<file path="config.mk">
export PLATFORM = sky130hd
export DESIGN_NAME = shift_left_iterative
export DESIGN_NICKNAME = d
export VERILOG_FILES = /design/src/rtl/shift_left_iterative.sv
export SDC_FILE = /design/constraint.sdc
export NUM_CORES = 1
export LEC_CHECK = 0
export CORE_MARGIN = 4
export CORE_UTILIZATION = 41
export DETAILED_ROUTE_END_ITERATION = 10
export GPL_ROUTABILITY_DRIVEN = 0
export PLACE_DENSITY = 0.8
export SYNTH_ARGS = -nofsm -noshare
export SYNTH_HDL_FRONTEND = slang
export SYNTH_SLANG_ARGS = --single-unit
export TNS_END_PERCENT = 10
</file>
<file path="constraint.sdc">
create_clock -name i_clk -period 3.1 [get_ports i_clk]
set_input_delay 0.62 -clock i_clk [delete_from_list [all_inputs] [get_ports i_clk]]
set_output_delay 0.62 -clock i_clk [all_outputs]
set_load 0.05 [all_outputs]
</file>
<file path="src/rtl/shift_left_iterative.sv">
// Iterative logical left shifter: accepts one operand, shifts it STEP bits per
// cycle until the requested amount is consumed, then holds the result for the consumer.
module shift_left_iterative #(
  parameter int STEP = 1
) (
  input  logic        i_clk,
  input  logic        i_rst_n,
  input  logic        i_valid,
  output logic        o_ready,
  input  logic [31:0] i_data,
  input  logic [4:0]  i_shamt,
  input  logic        i_flush,
  output logic        o_valid,
  input  logic        i_ready,
  output logic [31:0] o_data,
  output logic        o_busy
);

  generate
    if (!(STEP == 1 || STEP == 2 || STEP == 4 || STEP == 8 || STEP == 16 || STEP == 32)) begin : g_bad_step
      $error("shift_left_iterative: STEP must be one of 1, 2, 4, 8, 16, 32");
    end
  endgenerate

  localparam logic [5:0] STEP_V = 6'(STEP);

  typedef enum logic [1:0] {
    IDLE  = 2'd0,
    SHIFT = 2'd1,
    DONE  = 2'd2
  } state_t;

  state_t      state_r, state_s;
  logic [31:0] data_r, data_s;
  logic [5:0]  rem_r, rem_s;
  logic [5:0]  amt_s;

  // Next-state, data-path and remaining-count computation; flush overrides everything.
  always_comb begin
    state_s = state_r;
    data_s  = data_r;
    rem_s   = rem_r;
    amt_s   = 6'd0;
    if (i_flush) begin
      state_s = IDLE;
      rem_s   = 6'd0;
    end else begin
      case (state_r)
        IDLE: begin
          if (i_valid) begin
            data_s  = i_data;
            rem_s   = {1'b0, i_shamt};
            state_s = (i_shamt == 5'd0) ? DONE : SHIFT;
          end else begin
            state_s = IDLE;
          end
        end
        SHIFT: begin
          // The final partial step shifts only by what is left.
          amt_s  = (rem_r >= STEP_V) ? STEP_V : rem_r;
          data_s = data_r << amt_s;
          rem_s  = rem_r - amt_s;
          if (rem_s == 6'd0) begin
            state_s = DONE;
          end else begin
            state_s = SHIFT;
          end
        end
        DONE: begin
          if (i_ready) begin
            state_s = IDLE;
          end else begin
            state_s = DONE;
          end
        end
        default: begin
          state_s = IDLE;
          rem_s   = 6'd0;
        end
      endcase
    end
  end

  // State, data and handshake registers; handshake flags are decoded from the next state.
  always_ff @(posedge i_clk or negedge i_rst_n) begin
    if (!i_rst_n) begin
      state_r <= IDLE;
      data_r  <= 32'h0000_0000;
      rem_r   <= 6'd0;
      o_ready <= 1'b1;
      o_valid <= 1'b0;
      o_busy  <= 1'b0;
    end else begin
      state_r <= state_s;
      data_r  <= data_s;
      rem_r   <= rem_s;
      o_ready <= (state_s == IDLE);
      o_valid <= (state_s == DONE);
      o_busy  <= (state_s == SHIFT) || (state_s == DONE);
    end
  end

  assign o_data = data_r;

endmodule

</file>
After elaboration in Yosys (flattened, before gate mapping)
Cells that the tools add are included.
Operators by class
  reduce and logical (&&, ||, !) cells: 8
  eq/ne operators: 7
  shift operators: 1
  muxes and demuxes: 12
  bitwise gates (word level): 1
  add/subtract/negate cells: 1
  order comparisons: 1
Operator list (number)
  case mux 32 bit (2 select lines): 1
  2-to-1 mux 32 bit: 1
  << shifter 32 x 6 -> 32 bit: 1
  2-to-1 mux 6 bit: 3
  case mux 6 bit (3 select lines): 1
  2-to-1 mux 2 bit: 5
  >= comparator 6 x 1 -> 1 bit (second input constant): 1
  zero test 6 bit: 1
  case mux 2 bit (3 select lines): 1
  subtractor 6 bit: 1
  zero test 5 bit: 1
  equality test 2 x 1 -> 1 bit (second input constant): 2
  equality test 2 bit (second input constant): 2
  zero test 2 bit: 2
  != test 2 bit (second input constant): 2
  != test 3 bit (second input constant): 1
  AND reduction 3 bit: 1
  AND reduction 2 bit: 1
  nonzero test 2 bit: 1
  logical OR 1 bit: 1
  inverter 1 bit: 1
Word-level totals
  logic and storage cells: 37
  flip-flop bits (word level): 43
  output and inout port bits: 35
  input bits: 42

Depth between registers and ports, before layout
  word-level depth: 9
  mapped depth: 8
  mapped depth without buffers: 8

Worst setup path before layout
OpenSTA, ideal clock, no wires.
  path kind: reg-to-reg
  start: reg rem_r[2]
  end: reg o_busy
  data arrival time: 1804 ps
  stages on the path, launching flop included: 9
  path buffers: 0
  period minus slack after synthesis: 1930 ps
  data required time: 2974 ps
  path slack: 1170 ps
  library setup time: 126 ps
  path through: dfrtp_1 nor3_1 a21o_1 ha_1 nor2_1 xnor2_1 o2111ai_1 a22oi_1 ha_1
Between the ends
  longest elaborated chain between the ends: 9
  elaborated cells between the ends (all ways): 10
  those cells by class: add/sub (1); order compare (1); eq/ne (2); mux (4); reduce/logical (2)
RTL lines
  from (decl): RTL line 35  | logic [5:0] rem_r, rem_s;
  from (signal assigned): RTL line 96  | rem_r <= rem_s;
  >= comparator 6 x 1 -> 1 bit: RTL line 60  | amt_s = (rem_r >= STEP_V) ? STEP_V : rem_r;
  2-to-1 mux 6 bit: RTL line 60
  subtractor 6 bit *: RTL line 62  | rem_s = rem_r - amt_s;
  zero test 6 bit *: RTL line 63  | if (rem_s == 6'd0) begin
  2-to-1 mux 2 bit *: RTL line 63
  case mux 2 bit (3 select lines) *: RTL line 48  | case (state_r)
  2-to-1 mux 2 bit *: RTL line 44  | if (i_flush) begin
  equality test 2 x 1 -> 1 bit / equality test 2 bit (equally long branches): RTL line 99  | o_busy <= (state_s == SHIFT) || (state_s == DONE);
  logical OR 1 bit *: RTL line 99
  to (signal assigned): RTL line 99
  to (decl): RTL line 16  | output logic o_busy
Mark *: on every way between the ends. The rest lies on a longest branch, timed or not.
A chain may end at the register's enable or synchronous reset.

Worst setup path in the final report
  start: reg o_ready
  end: out o_ready
RTL lines
  from (decl): RTL line 9  | output logic o_ready,
  from (signal assigned): RTL line 97  | o_ready <= (state_s == IDLE);
No word-level cell between the ends.

==> impl_metrics.json <==
{
  "cp.depth": 1,
  "post_drt_wl_per_cell_microns": 16.0,
  "crit_family": "buffers and inverters",
  "layout-drive-gt1-share_pct": 6.67,
  "drc": 0,
  "setup_violations": 0,
  "synth_area_sq_um": 2090,
  "core_region_area_sq_um": 4820,
  "grt.total_usage_pct": 17.2,
  "layout.nets": 299,
  "synthCells": 178,
  "yosysWarnings": 0,
  "detail-route-antenna-nets": 0,
  "grt_start_max_net_pins": 44,
  "fin_skew_ns": 0.00443,
  "routed_wirelength_microns": 5170,
  "ys_seq_elements": 43,
  "hold_buffers": 0,
  "hp-class": "in -> async",
  "first_pass_iters": 4,
  "synth-seq-area-share_pct": 51.6,
  "vdd.ir_drop.worst_uv": 648,
  "leakage_nw": 1.12,
  "root_buffer": "clkbuf_8",
  "dpl_cell_area_sq_um": 2890,
  "relSlewSlack_pct": 35.4,
  "synthFlopType": "dfrtp_1",
  "crit_slowest_cell": "clkdlybuf4s50_1",
  "synth.net_count": 223,
  "ys_async_sr_fraction_pct": 100,
  "first_global_vias": 1634,
  "die_width_microns": 79.4,
  "rsz0062_at_grt": "no",
  "layout_commonest_cell": "clkdlybuf4s50_1",
  "critical_path_required_ns": 2.48,
  "r2r_slack_ns": 0.93,
  "avgSynthCellArea_sq_um": 11.7,
  "place_hpwl_microns": 3640,
  "antenna_cells": 0,
  "rows": 25,
  "clk_pin_slew_worst_paths_ns": 0.08,
  "critPathCaptureType": "primary output",
  "ctsResizeCount": 0,
  "fp.dieArea_sq_um": 6300,
  "die_h_microns": 79.4,
  "routed_via_density": 5.37,
  "crit-reg2reg-capture": "o_busy",
  "grt.overflow.total": 0,
  "path_class": "reg -> out",
  "fin_tns_setup_ns": 0,
  "tightest_slew_ns": 0.969,
  "syn_to_final_growth_pct": 42.6,
  "drt-initial-drc-count": 97,
  "clock-sinks": 43,
  "worst-path-buf-inv": 1,
  "final_hold_viol_count": 0,
  "port_buffers": 76,
  "vias": 1728,
  "synth_edf_count": 0,
  "synth.distinct_cells": 39,
  "layout_common_cells": "75 x clkdlybuf4s50_1, 42 x dfrtp_1, 30 x nand2b_1, 29 x o221a_1, 9 x nand2_1",
  "crit_start": "o_ready",
  "ioPinCount": 77,
  "status": "completed",
  "critPathMaxFanout": 1,
  "grt_pass1_wl_microns": 8450,
  "fin_crit_sh_pct": 72.4,
  "cap_violations": 0,
  "max_stage_delay_ns": 0.80,
  "worstSetupEndpoint": "o_ready",
  "finalMaxSlewViolations": 0,
  "post-cts-setup-buffers": 0,
  "clk_latency_ns": 0.29,
  "cts_made_buffers": 5,
  "antenna_found_initial": 0,
  "design_area_sq_um": 2980,
  "rr_startpoint": "rem_r[4]",
  "start_util_pct": 43.4,
  "start_kind": "register",
  "htree_levels": 2,
  "cts_tree": "done",
  "r2r_cells": 8,
  "worstPathCellList": "clkdlybuf4s50_1",
  "clk_path_buf_depth": 2,
  "fmax_ghz": 0.446,
  "arrival_ns": 1.62,
  "power_density_nw_per_um2": 1110,
  "period_needed_ns": 2.24
}
## registers in the layout, summed over array words and instances, names as in the netlist
| signal | cells |
|---|---|
| state_r | 2 |
| o_valid | 1 |
| o_ready | 1 |
| o_data | 32 |
| rem_r | 6 |
| o_busy | 1 |
## cell type report
class | instances | area [sq um]
timing repair buffer | 79 | 778
sequential | 43 | 1080
multi-input combinational | 122 | 943
inverter | 3 | 11.3
tap | 67 | 83.8
clock buffer | 6 | 72.6
clock inverter | 2 | 12.5
fill | 425 | 1840
## stage by stage
| stage | utilization, % | worst slack, ns | cells | power, mW | hold WS, ns |
|---|---|---|---|---|---|
| after floorplan | - | 1.17 | 178 | 2.35 | 0.324 |
| after global placement | 60.1 | 0.668 | 314 | 2.95 | 0.470 |
| after detailed placement | 60.1 | 0.597 | 314 | 2.98 | 0.486 |
| after CTS | 61.8 | 0.850 | 322 | 3.33 | 0.500 |
| after global routing | 61.8 | 0.763 | 322 | 3.50 | 0.545 |
| final | 61.8 | 0.856 | 322 | 3.31 | 0.475 |
## worst reg2reg max path, cell delays in order (launching register included)
cell       delay (ns)
dfrtp_1          0.45
nor2_1           0.21
a21o_1           0.17
ha_1             0.16
nor2_1           0.05
xnor2_1          0.19
o2111ai_1        0.25
a22oi_1          0.31
ha_1             0.27
## worst min-delay path by stage
stage | start | endpoint | slack (ns) | cells past startpoint
5_1_grt | i_rst_n | o_data[15] | 0.55 | 1
2_1_floorplan | i_rst_n | o_busy | 0.32 | 0
6_report | i_rst_n | o_data[21] | 0.48 | 1
4_1_cts | i_rst_n | o_data[1] | 0.50 | 1
3_3_place_gp | o_data[31] | o_data[31] | 0.47 | 1
3_5_place_dp | o_data[31] | o_data[31] | 0.49 | 1
## routing by layer
layer	wire length (microns)	global-route usage, %	part of all wire [%]	up-vias
li1	-	-	-	828
met2	2130	23.9	41	68
met4	82	5.67	1.6	0
met5	0	0	0	-
met1	2600	25.4	50	824
met3	355	5.08	6.9	8
## Yosys cell counts, types with 3 or more instances
library cell | instances | area, sq um
nand2_1 | 9 | 33.8
buf_2 | 4 | 20.0
nor3_1 | 3 | 15.0
nor2_1 | 8 | 30.0
o21ai_0 | 4 | 20.0
dfrtp_1 | 42 | 1050
ha_1 | 3 | 37.5
nor2b_1 | 3 | 18.8
a22oi_1 | 4 | 30.0
clkbuf_1 | 4 | 15.0
nand2b_1 | 30 | 188
o221a_1 | 29 | 327
inv_1 | 3 | 11.3
## cells by family after synthesis
group	synth area share [%]
buffers and inverters	3.29
AOI/OAI and AO/OA	24.4
adders and majority gates	1.80
DFF	51.6
and+or+nand+nor	17.5
muxes	1.08
xor gates and xnor gates	0.419
## report_power, final
part / internal [mW] / total, mW / switching [mW]
combinational: 0.748 / 1.92 / 1.18
sequential: 0.805 / 1.04 / 0.233
clock: 0.158 / 0.352 / 0.195
(Power assumes the default switching activity.)
